File: config.mk
export PLATFORM = sky130hd
export DESIGN_NAME = cpu_cs_acal_seq
export DESIGN_NICKNAME = d
export VERILOG_FILES = /design/src/rtl/cpu_cs_acal_seq.sv
export SDC_FILE = /design/constraint.sdc
export NUM_CORES = 1
export LEC_CHECK = 0
export ABC_AREA = 1
export CAP_MARGIN = 30
export CORE_ASPECT_RATIO = 0.8
export CORE_UTILIZATION = 50
export DETAILED_ROUTE_END_ITERATION = 7
export GPL_TIMING_DRIVEN = 1
export PLACE_DENSITY_LB_ADDON = 0.1
export SETUP_SLACK_MARGIN = 0.5
export SKIP_CTS_REPAIR_TIMING = 1
export SYNTH_ARGS = -nofsm -noshare
export SYNTH_HDL_FRONTEND = slang
export SYNTH_SLANG_ARGS = --single-unit
File: constraint.sdc
create_clock -name CLK -period 3.2 [get_ports CLK]
set_input_delay 0.64 -clock CLK [delete_from_list [all_inputs] [get_ports CLK]]
set_output_delay 0.64 -clock CLK [all_outputs]
set_load 0.01 [all_outputs]
File: src/rtl/cpu_cs_acal_seq.sv
// Control-store micro-address sequencer: LUA register, banked UUA, micro-call stack.
// Ports: CLK/RESET_n; MACLK, OP, CSA, CSCA, CSCA_EN, PD1, ERR_CLR in; LUA, UUA, SP, FULL, EMPTY, OVF, UNF out.
module cpu_cs_acal_seq #(
  parameter int AW    = 13,
  parameter int CW    = 10,
  parameter int DEPTH = 4,
  parameter int SPW   = 3
) (
  input  logic          CLK,
  input  logic          RESET_n,
  input  logic          MACLK,
  input  logic [2:0]    OP,
  input  logic [AW-1:0] CSA,
  input  logic [CW-1:0] CSCA,
  input  logic          CSCA_EN,
  input  logic          PD1,
  input  logic          ERR_CLR,
  output logic [AW-1:0] LUA,
  output logic [AW-2:0] UUA,
  output logic [SPW-1:0] SP,
  output logic          FULL,
  output logic          EMPTY,
  output logic          OVF,
  output logic          UNF
);

  localparam logic [2:0] OP_NEXT = 3'd0;
  localparam logic [2:0] OP_JUMP = 3'd1;
  localparam logic [2:0] OP_CALL = 3'd2;
  localparam logic [2:0] OP_RET  = 3'd3;
  localparam logic [SPW-1:0] SP_MAX = SPW'(DEPTH);
  localparam int NSLOT = 2 ** SPW;
  localparam int FW    = AW - 1 - CW;

  logic [AW-1:0]  lua_q, lua_d;
  logic [CW-1:0]  csca_q, csca_d;
  logic [SPW-1:0] sp_q, sp_d;
  logic           ovf_q, ovf_d;
  logic           unf_q, unf_d;
  logic [AW-1:0]  stack_q [NSLOT];

  logic [AW-1:0]  lua_inc;
  logic [SPW-1:0] sp_m1;
  logic           push;
  logic           ovf_set;
  logic           unf_set;
  logic [AW-2:0]  uua_lo;
  logic [AW-2:0]  uua_raw;

  assign lua_inc = lua_q + AW'(1);
  assign sp_m1   = sp_q - SPW'(1);

  always_comb begin
    lua_d   = lua_q;
    sp_d    = sp_q;
    push    = 1'b0;
    ovf_set = 1'b0;
    unf_set = 1'b0;
    if (MACLK) begin
      case (OP)
        OP_NEXT: lua_d = lua_inc;
        OP_JUMP: lua_d = CSA;
        OP_CALL: begin
          // Target is taken even when the push overflows.
          lua_d = CSA;
          if (sp_q < SP_MAX) begin
            push = 1'b1;
            sp_d = sp_q + SPW'(1);
          end else begin
            ovf_set = 1'b1;
          end
        end
        OP_RET: begin
          if (sp_q != '0) begin
            lua_d = stack_q[sp_m1];
            sp_d  = sp_m1;
          end else begin
            lua_d   = '0;
            unf_set = 1'b1;
          end
        end
        default: ;
      endcase
    end
  end

  assign csca_d = CSCA_EN ? CSCA : csca_q;
  // A new error beats a clear on the same edge.
  assign ovf_d  = ovf_set | (ovf_q & ~ERR_CLR);
  assign unf_d  = unf_set | (unf_q & ~ERR_CLR);

  always_ff @(posedge CLK or negedge RESET_n) begin
    if (!RESET_n) begin
      lua_q  <= '0;
      csca_q <= '0;
      sp_q   <= '0;
      ovf_q  <= 1'b0;
      unf_q  <= 1'b0;
      for (int i = 0; i < NSLOT; i++) stack_q[i] <= '0;
    end else begin
      lua_q  <= lua_d;
      csca_q <= csca_d;
      sp_q   <= sp_d;
      ovf_q  <= ovf_d;
      unf_q  <= unf_d;
      if (push) stack_q[sp_q] <= lua_inc;
    end
  end

  generate
    if (FW > 0) begin : g_fill
      assign uua_lo = {{FW{1'b1}}, csca_q};
    end else begin : g_nofill
      assign uua_lo = csca_q;
    end
  endgenerate

  assign uua_raw = lua_q[AW-1] ? lua_q[AW-2:0] : uua_lo;

  assign LUA   = PD1 ? '0 : lua_q;
  assign UUA   = PD1 ? '0 : uua_raw;
  assign SP    = sp_q;
  assign FULL  = (sp_q == SP_MAX);
  assign EMPTY = (sp_q == '0);
  assign OVF   = ovf_q;
  assign UNF   = unf_q;

endmodule

==> flow_summary_export.csv <==
group,metric,value,unit
synthesis,synth_cell_types,31,
placed_design,portBuffers,63,
placed_design,dp_slack,0.0936,ns
routing,viasPerCell,5.09,
placed_design,place_hpwl,10200,microns
routing,wl_per_cell,15.1,microns
clock_network,cts_tree,"done",
sta,skew,0.00617,ns
worst_setup_path,cp_data_arrival_time,1.95,ns
layout,drive_gt1_share,8.38,%
global_routing,grt_pass1_vias,5023,
worst_setup_path,timing.rr.start,"SP[0]$_DFFE_PN0P_",
run,maxCapViolCount,0,
routing,antenna_left,0,
synthesis,avgSynthCellArea,7.75,sq um
sta,period_minus_slack,2.59,ns
clock_network,cts_buffer_depth,2,
die,die_h,103,microns
routing,dr_total_vias,5183,
routing,wirelength,15400,microns
worst_setup_path,path_class,"reg2out",
global_routing,grtUsageMet3,5.04,%
layout,fillers,1086,
layout,nets,870,
worst_setup_path,worstRegToRegCells,10,
sta,tightest_slew,0.936,ns
sta,tns,0,ns
die,dieArea,13300,sq um
layout,syn_to_final_growth,17.8,%
worst_hold_path,hp-class,"in2async",
synthesis,yosysSeqAreaShare,51.5,%
global_routing,grt_most_used_layer,"met2",
placed_design,routabilityCongestion,0.851,
worst_setup_path,r2r-end,"lua_q[7]$_DFFE_PN0P_",
global_routing,grt_max_degree,91,
sta,relSlewSlack,37.5,%
worst_setup_path,worstPathMaxFanout,10,
die,ioPinCount,64,
die,initial_core_util,52.0,%
global_routing,grt_pass1_wl,25200,microns
global_routing,grtUsageTotal,25.2,%
die,core,12300,sq um
global_routing,antenna_found_initial,0,
clock_network,htreeDepth,4,
synthesis,syn_nets,863,
sta,drv_slew,0,
sta,fin_crit_sh,80.9,%
clock_network,clk_pin_slew_worst_paths,0.06,ns
global_routing,met2_usage,40.1,%
power_and_ir_drop,total_power,6810,uW
worst_setup_path,max_stage_delay,0.56,ns
power_and_ir_drop,p_leak,0.00378,uW
placed_design,place_area,6980,sq um
worst_setup_path,critical_path.top_delay_family,"buffers and inverters",
sta,timing.final.hold_violations,0,
worst_setup_path,critPathCaptureType,"output pin",
sta,timing.final.ws_setup,0.610,ns
clock_network,clock-sinks,132,
synthesis,yosys_warnings,0,
sta,rsz0062_at_grt,"true",
layout,final_area,7550,sq um
worst_setup_path,crit_slowest_cell,"clkdlybuf4s50_1",
power_and_ir_drop,vdd_drop_max,738,uV
routing,first_pass_iters,5,
routing,drt_drc_violations_left,0,
global_routing,grtUsageMet1,34.3,%
routing,drt_iter0_drc,474,
worst_setup_path,r2r_slack,0.92,ns
sta,max_freq,386,MHz
synthesis,ys_ff_latch,132,
worst_setup_path,worst-path-buf-inv,3,
clock_network,root_buffer,"clkbuf_16",
status,status,"finished, final reports clean",
synthesis,synth_area,6410,sq um
die,num_rows,36,
worst_setup_path,cp.required,2.56,ns
sta,setup_viol,0,
worst_setup_path,cp_cell_sequence,"inv_1, nor2_1, inv_2, o22ai_1, clkdlybuf4s50_1",
global_routing,grt.overflow.total,0,
layout,insertedDiodeCount,0,
power_and_ir_drop,pwr_density_cell,902,nW/um^2
die,die_w,129,microns
clock_network,numCtsBuffers,17,
clock_network,clk_latency,0.42,ns
worst_setup_path,start_kind,"flip-flop",
synthesis,postSynthCellCount,827,
-- sequential cells by signal, indices dropped and copies added, names as in the netlist --
signal   flops
lua_q       13
SP           3
csca_q      10
stack_q    104
OVF          1
UNF          1
-- logic make-up (layout without fill, tap and decap cells) --
logic type / count (synthesis) / count (layout) / share of synthesized area, %
XOR/XNOR: 7 / 7 / 1.07
AND/OR/NAND/NOR: 374 / 374 / 24.4
AO/OA/AOI/OAI: 125 / 125 / 10.6
adder cells (fa/ha/maj): 4 / 4 / 0.781
flip-flops: 132 / 132 / 51.5
buffers and inverters: 185 / 205 / 11.6
-- layout by cell type, fill, tap and decap left out, drive strengths merged, types with 2 or more instances in the layout --
cell type / count
nand2: 198
dfrtp: 132
inv: 99
o21ai: 90
nor2: 88
nand3: 78
clkdlybuf4s50: 60
a21oi: 19
clkbuf: 18
o22ai: 12
buf: 12
clkinv: 9
nand4: 6
xor2: 6
ha: 4
clkinvlp: 4
o211ai: 3
dlymetal6s2s: 2
or2: 2
nor3: 2
-- cell type report --
| cell class | count | area [sq um] | share of cell area, % |
|---|---|---|---|
| clock buffers | 18 | 429 | 5.68 |
| well taps | 171 | 214 | 2.83 |
| clock inverters | 14 | 131 | 1.74 |
| multi-input cells | 510 | 2370 | 31.4 |
| flip-flops and latches | 132 | 3310 | 43.8 |
| repair buffers | 74 | 732 | 9.69 |
| inverters | 99 | 373 | 4.94 |
-- power breakdown --
group / switching, uW / total (uW) / internal [uW] / leakage, uW
Clock: 761 / 1830 / 1070 / 0.000263
Combinational: 1800 / 2770 / 966 / 0.00183
Sequential: 217 / 2210 / 1990 / 0.00168
Total: 2780 / 6810 / 4030 / 0.00378
-- routing by layer --
layer | share of wire [%] | wire, microns | up-vias
li1 | - | - | 2581
met1 | 47 | 7280 | 2463
met2 | 46 | 7120 | 117
met3 | 4.2 | 648 | 22
met4 | 2.0 | 308 | 0
met5 | 0 | 0 | -
-- Yosys cell counts --
library cell / count / area [sq um]
nand2_1: 196 / 736
dfrtp_1: 132 / 3300
inv_1: 91 / 342
nor2_1: 87 / 327
o21ai_0: 79 / 395
nand3_1: 75 / 375
clkbuf_1: 63 / 236
a21oi_1: 19 / 95.1
buf_2: 16 / 80.1
o22ai_1: 12 / 75.1
o21ai_2: 8 / 70.1
nand4_1: 6 / 37.5
xor2_1: 6 / 52.6
inv_2: 5 / 18.8
ha_1: 4 / 50.1
buf_4: 3 / 22.5
nand3_2: 3 / 30.0
o211ai_1: 3 / 22.5
o21ai_1: 3 / 15.0
buf_1: 2 / 7.51
buf_6: 2 / 22.5
clkinv_1: 2 / 7.51
or2_2: 2 / 12.5
a21boi_1: 1 / 7.51
clkinv_2: 1 / 5.00
nand2_2: 1 / 6.26
nand2_4: 1 / 11.3
nor2_2: 1 / 6.26
nor3_2: 1 / 10.0
nor3_4: 1 / 16.3
xnor2_2: 1 / 16.3
-- worst max path at each step --
stage,startpoint,to,slack (ns),cells after the start
after detailed placement,PD1,UUA[8],0.09,5
after CTS,PD1,UUA[8],0.09,5
final,lua_q[12]$_DFFE_PN0P_,UUA[0],0.61,5
after global routing,lua_q[12]$_DFFE_PN0P_,UUA[0],0.49,5
after floorplan,SP[0]$_DFFE_PN0P_,lua_q[4]$_DFFE_PN0P_,1.14,10
after global placement,PD1,UUA[1],0.23,5
-- through the flow --
stage | hold slack, ns | std cells | util (%)
floorplan | 0.344 | 827 | -
global placement | 0.360 | 986 | 56.6
detailed placement | 0.361 | 986 | 56.6
CTS | 0.234 | 1018 | 61.1
global route | 0.261 | 1018 | 61.2
finish | 0.227 | 1018 | 61.2
(Power assumes the default switching activity.)
